<file path="src/rtl/fpu_sched_pkg.sv">
// Shared types for the fpu_scheduler slice: FSM state encoding and the default
// operand width of the shared floating unit.
package fpu_sched_pkg;

  localparam int FP_WIDTH = 32;

  typedef enum logic [1:0] {
    IDLE = 2'd0,
    HOLD = 2'd1,
    RESP = 2'd2
  } state_e;

endpackage

</file>
<file path="src/rtl/fpu_scheduler_rr_arbiter.sv">
// Combinational round-robin pick: first set request bit at or after ptr,
// wrapping around; returns a one-hot grant and its index.
module rr_arbiter #(
  parameter int NUM_REQ = 4
) (
  input  logic [NUM_REQ-1:0]         req,
  input  logic [$clog2(NUM_REQ)-1:0] ptr,
  output logic [NUM_REQ-1:0]         grant,
  output logic [$clog2(NUM_REQ)-1:0] grant_idx
);

  localparam int ID_W = $clog2(NUM_REQ);

  always_comb begin
    int              sum;
    logic [ID_W-1:0] idx;
    logic            found;
    // NOTE: every output gets a default before the loop so no path leaves it
    // unassigned, which would otherwise infer a latch.
    grant     = '0;
    grant_idx = '0;
    found     = 1'b0;
    sum       = 0;
    idx       = '0;
    for (int i = 0; i < NUM_REQ; i++) begin
      sum = int'(ptr) + i;
      if (sum >= NUM_REQ) sum = sum - NUM_REQ;
      idx = ID_W'(sum);
      if (!found && req[idx]) begin
        found      = 1'b1;
        grant[idx] = 1'b1;
        grant_idx  = idx;
      end
    end
  end

endmodule

</file>
<file path="src/rtl/fpu_scheduler.sv">
// Round-robin scheduler sharing one floating unit between NUM_REQ requesters:
// grant in IDLE, hold operands for FPU_LATENCY cycles, return result in RESP.
module fpu_scheduler
  import fpu_sched_pkg::*;
#(
  parameter int NUM_REQ     = 4,
  parameter int WIDTH       = FP_WIDTH,
  parameter int FPU_LATENCY = 2
) (
  input  logic                       clk,
  input  logic                       rst,
  input  logic [NUM_REQ-1:0]         req_valid,
  input  logic [NUM_REQ*WIDTH-1:0]   req_a,
  input  logic [NUM_REQ*WIDTH-1:0]   req_b,
  input  logic [NUM_REQ-1:0]         req_op,
  output logic [NUM_REQ-1:0]         req_ready,
  output logic [NUM_REQ-1:0]         resp_valid,
  output logic [WIDTH-1:0]           resp_value,
  output logic [WIDTH-1:0]           fpu_a,
  output logic [WIDTH-1:0]           fpu_b,
  output logic                       fpu_op,
  input  logic [WIDTH-1:0]           fpu_value,
  output logic                       busy,
  output logic [$clog2(NUM_REQ)-1:0] cur_id
);

  localparam int ID_W  = $clog2(NUM_REQ);
  localparam int CNT_W = $clog2(FPU_LATENCY + 1);

  state_e             state_q, state_d;
  logic [ID_W-1:0]    rr_ptr_q, rr_ptr_d;
  logic [ID_W-1:0]    cur_id_q, cur_id_d;
  logic [CNT_W-1:0]   cnt_q, cnt_d;
  logic [WIDTH-1:0]   op_a_q, op_a_d;
  logic [WIDTH-1:0]   op_b_q, op_b_d;
  logic               op_op_q, op_op_d;
  logic [WIDTH-1:0]   resp_value_q, resp_value_d;
  logic [NUM_REQ-1:0] resp_valid_q, resp_valid_d;
  logic               busy_q, busy_d;

  logic [NUM_REQ-1:0] grant;
  logic [ID_W-1:0]    grant_idx;

  rr_arbiter #(
    .NUM_REQ (NUM_REQ)
  ) u_arb (
    .req       (req_valid),
    .ptr       (rr_ptr_q),
    .grant     (grant),
    .grant_idx (grant_idx)
  );

  // Grants are offered only in IDLE and are masked while reset is held.
  assign req_ready  = (state_q == IDLE && !rst) ? grant : '0;
  assign resp_valid = resp_valid_q;
  assign resp_value = resp_value_q;
  assign fpu_a      = op_a_q;
  assign fpu_b      = op_b_q;
  assign fpu_op     = op_op_q;
  assign busy       = busy_q;
  assign cur_id     = cur_id_q;

  always_comb begin
    state_d      = state_q;
    rr_ptr_d     = rr_ptr_q;
    cur_id_d     = cur_id_q;
    cnt_d        = cnt_q;
    op_a_d       = op_a_q;
    op_b_d       = op_b_q;
    op_op_d      = op_op_q;
    resp_value_d = resp_value_q;
    resp_valid_d = '0;
    busy_d       = busy_q;
    case (state_q)
      IDLE: begin
        if (|req_valid) begin
          op_a_d   = req_a[int'(grant_idx)*WIDTH +: WIDTH];
          op_b_d   = req_b[int'(grant_idx)*WIDTH +: WIDTH];
          op_op_d  = req_op[grant_idx];
          cur_id_d = grant_idx;
          // Explicit wrap so non-power-of-two NUM_REQ never reaches an unused index.
          rr_ptr_d = (grant_idx == ID_W'(NUM_REQ - 1)) ? '0 : grant_idx + 1'b1;
          cnt_d    = CNT_W'(FPU_LATENCY);
          busy_d   = 1'b1;
          state_d  = HOLD;
        end
      end
      HOLD: begin
        cnt_d = cnt_q - 1'b1;
        if (cnt_q == CNT_W'(1)) begin
          resp_value_d           = fpu_value;
          resp_valid_d[cur_id_q] = 1'b1;
          state_d                = RESP;
        end
      end
      RESP: begin
        busy_d  = 1'b0;
        state_d = IDLE;
      end
      default: begin
        busy_d  = 1'b0;
        state_d = IDLE;
      end
    endcase
  end

  // NOTE: next-state values are computed with blocking assignments in
  // always_comb; the flops below use <= only, so all _q update together.
  always_ff @(posedge clk or posedge rst) begin
    if (rst) begin
      state_q      <= IDLE;
      rr_ptr_q     <= '0;
      cur_id_q     <= '0;
      cnt_q        <= '0;
      op_a_q       <= '0;
      op_b_q       <= '0;
      op_op_q      <= 1'b0;
      resp_value_q <= '0;
      resp_valid_q <= '0;
      busy_q       <= 1'b0;
    end else begin
      state_q      <= state_d;
      rr_ptr_q     <= rr_ptr_d;
      cur_id_q     <= cur_id_d;
      cnt_q        <= cnt_d;
      op_a_q       <= op_a_d;
      op_b_q       <= op_b_d;
      op_op_q      <= op_op_d;
      resp_value_q <= resp_value_d;
      resp_valid_q <= resp_valid_d;
      busy_q       <= busy_d;
    end
  end

endmodule

</file>
<file path="config.mk">
export PLATFORM = sky130hd
export DESIGN_NAME = fpu_scheduler
export DESIGN_NICKNAME = d
export VERILOG_FILES = /design/src/rtl/fpu_sched_pkg.sv /design/src/rtl/fpu_scheduler_rr_arbiter.sv /design/src/rtl/fpu_scheduler.sv
export SDC_FILE = /design/constraint.sdc
export NUM_CORES = 1
export LEC_CHECK = 0
export ABC_AREA = 0
export ABC_CLOCK_PERIOD_IN_PS = 3570
export BUFFER_PORTS_ARGS = -buffer_cell sky130_fd_sc_hd__buf_2
export CAP_MARGIN = 0
export CORE_AREA = 2 2 159 161
export CTS_CLUSTER_DIAMETER = 120
export DETAILED_ROUTE_END_ITERATION = 10
export DIE_AREA = 0 0 161 163
export PLACE_DENSITY = 0.73
export SYNTH_ARGS = -nofsm -noshare
export SYNTH_HDL_FRONTEND = slang
export SYNTH_SLANG_ARGS = --single-unit
</file>
<file path="constraint.sdc">
create_clock -name clk -period 3.57 [get_ports clk]
set_clock_uncertainty 0.2 [all_clocks]
set_input_delay 0.1785 -clock clk [delete_from_list [all_inputs] [get_ports clk]]
set_output_delay 0.1785 -clock clk [all_outputs]
set_load 0.01 [all_outputs]
</file>
==> results.md <==
- Top cells by area, synth: dfrtp_1 (36%), mux2_2 (8.8%), mux2i_1 (7.7%), nand2_1 (5.8%), a211oi_1 (5.0%)
- Die Y: 163 microns
- Pwr dens: 880 nW/um^2
- Fraction of the yosys area taken by sequential cells: 0.363
- Most common cell after layout, fill and taps aside: buf_2
- Clock latency on the worst-skew pair: 0.36 ns
- Worst Path Buf+Inv: 3
- Area leader, netlist: dfrtp_1
- CTS clk-pin slew, worst paths: 0.10 ns
- WL final: 33300 microns
- Final Max Tran Viols: 0
- Top FF cell, synth: dfrtp_1
- Outcome: complete, no violations
- Final total power: 10.5 mW
- Io pins: 406
- Avg WL per Cell: 19.4 microns
- Synthesized area per cell: 8.86 sq um
- GPL Wtd Cong: 0.829
- Fin util: 0.484
- Port Buffers: 405
- Place WS: 0.168 ns
- Largest net degree at the start of global routing: 58
- Drt pass-1 iters: 7
- Warnings, synthesis: 0
- Worst-Margin Slew: 0.815 ns
- PnR worst setup slack: 0.154 ns
- CTS H-tree lvls: 3
- Crit path launch type: register
- Core ar.: 24700 sq um
- Setup violators final: 0
- WHS: 0.0217 ns
- Tot GR Track Use: 0.242
- Maximum VDD drop: 409 uV
- Rel. slew slack: 0.456
- First-pass GRT wire length: 50400 microns
- Total CTS buffers: 9
- Synth async-reset ratio: 1.00
- Final Cycle Share: 0.957
- Vias in the first global route: 9616
- Post-synthesis cell type count: 42
- Die width: 161 microns
- Placed cells: 1540
- Worst R2R Setup Slack: 0.15 ns
- Via/cell ratio: 5.49
- Number of DRC markers in iteration 0: 758
- WHS Endpoint: fpu_a[27]
- Worst hold path class: input pin to register
- RSZ-0062 raised after global routing: false
- Final Hold Vio Count: 0
- Post-detail-place hpwl: 20500 microns
- Hold Crit Depth: 3
- Synthesized instance count: 856
- CP Max Fanout: 25
- RR Endpoint: fpu_b[27]
- Longest Clk Path Bufs: 2
- Highest metal used: met5
- Fmax: 293 MHz
- Starting Density: 0.307
- CP max-delay cell: mux4_2
- Critical Path, Cell by Cell: buf_4 > mux4_2 > nor2_1 > and2_2 > a21oi_4 > buf_12 > mux2i_1 > dlygate4sd3_1 > o221ai_1
- Design area: 11900 sq um
- CP delay by family, top: buffers and inverters
- CTS tree: done
- Overflow after GRT: 0
- Synth top area share: 0.363
- Die area: 26200 sq um
- Antenna Nets Post-Route: 0
- Met2 WL: 16500 microns
- Final min period: 3.42 ns
- Setup TNS: 0 ns
- DRC Markers: 0
- Post-DP Area: 10000 sq um
- Most frequent cells in the layout: buf_2 (405), dlygate4sd3_1 (153), nand2_1 (116)
- Critical Path RT: 3.59 ns
- Reg-to-Reg Start: rr_ptr_q[0]
- Met1 wire length: 12400 microns
- Crit path capture type: register
- Number of synthesized flops with an enable pin: 0
- Critical Path AT: 3.44 ns
- Filler cells: 2261
- MaxCap Viol Count: 0
- Cell Count, Final, Fillers Out: 1715
- Layout cells sized above 1: 0.385
- Root Driver: clkbuf_16
- Critical hold path startpoint: req_a[91]
- Multi-input gate area: 4500 sq um
- Post-Syn Area: 7580 sq um
- Clk sinks: 110
- Reg2reg path depth: 9
- Net count after synthesis: 1163
- Rows: 58
- P&R area growth vs syn: 57.5%
- WL met3: 2510 microns
- Via count: 9412
- Seq cells post-synth: 110
- Critical path class: register to register
- Sequential standard cell area: 2750 sq um
- P_leak: 5.60 nW
- Final #Nets: 1685
- CP max stage delay: 0.79 ns
- Initial antenna violation count: 3
kinds of logic (layout without fill, tap and decap cells):
| kind of cell | Yosys count | after routing | synth area share |
|---|---|---|---|
| AND/OR/NAND/NOR | 310 | 310 | 0.195 |
| AO/OA/AOI/OAI | 217 | 217 | 0.201 |
| multiplexers | 120 | 120 | 0.173 |
| flip-flops | 110 | 110 | 0.363 |
| buffers and inverters | 90 | 617 | 0.0533 |
| adder cells (fa/ha/maj) | 9 | 9 | 0.0148 |
| other | 0 | 2 | 0 |
report_power, final:
| part | internal (mW) | switching (mW) |
|---|---|---|
| Combinational | 3.13 | 4.03 |
| Clock | 0.514 | 0.587 |
| Sequential | 1.89 | 0.356 |
| Total | 5.53 | 4.98 |
final cells by class:
type,instances,share of cell area
diodes,2,0.000419
clock buffers,9,0.0189
flip-flops and latches,110,0.231
inverters,8,0.00272
well taps,330,0.0346
clock inverters,7,0.00786
multi-input cells,656,0.377
repair buffers,593,0.328
how the worst max path moves through the flow:
stage | from | cells after the start | endpoint
floorplan | rr_ptr_q[0] | 17 | rr_ptr_q[1]
global placement | rr_ptr_q[0] | 8 | fpu_a[7]
detailed placement | rr_ptr_q[0] | 8 | fpu_a[7]
CTS | rr_ptr_q[0] | 11 | fpu_b[10]
global route | rr_ptr_q[0] | 9 | fpu_op
finish | rr_ptr_q[0] | 9 | fpu_b[27]
flip-flops by register name, indices dropped and copies added, names as in the netlist, 2 cells and up:
name / cells
cnt_q: 2
cur_id: 2
fpu_a: 32
fpu_b: 32
resp_valid: 4
resp_value: 32
rr_ptr_q: 2
state_q: 2
layer usage:
metal	up-vias	track usage
met5	-	0
met4	2	0.151
met3	168	0.0547
li1	4222	-
met1	4473	0.274
met2	547	0.415
Yosys cell counts (all sizes together) (5+ instances only):
| library cell | instances |
|---|---|
| ha | 9 |
| mux2 | 59 |
| a221oi | 24 |
| o221ai | 28 |
| inv | 7 |
| nand3 | 52 |
| dfrtp | 110 |
| mux2i | 58 |
| and2 | 61 |
| buf | 29 |
| a2111oi | 14 |
| nor2 | 42 |
| nand2 | 117 |
| nor4 | 23 |
| a21oi | 60 |
| o21ai | 23 |
| a221o | 5 |
| a211oi | 51 |
| clkbuf | 53 |
worst reg2reg max path, cell delays in order (launching register included):
cell           delay (ns)
dfrtp_2              0.41
buf_4                0.32
mux4_2               0.80
nor2_1               0.20
and2_2               0.19
a21oi_4              0.05
buf_12               0.18
mux2i_1              0.19
dlygate4sd3_1        0.61
o221ai_1             0.14
what timing repair did:
item / CTS / global route
endpoints found under the setup margin: 0 / 16
resized for setup: 0 / 5
setup buffers: 0 / 3
hold endpoints to repair: 121 / 0
hold buffers: 153 / 0
Power figures use the tool's default switching activity.
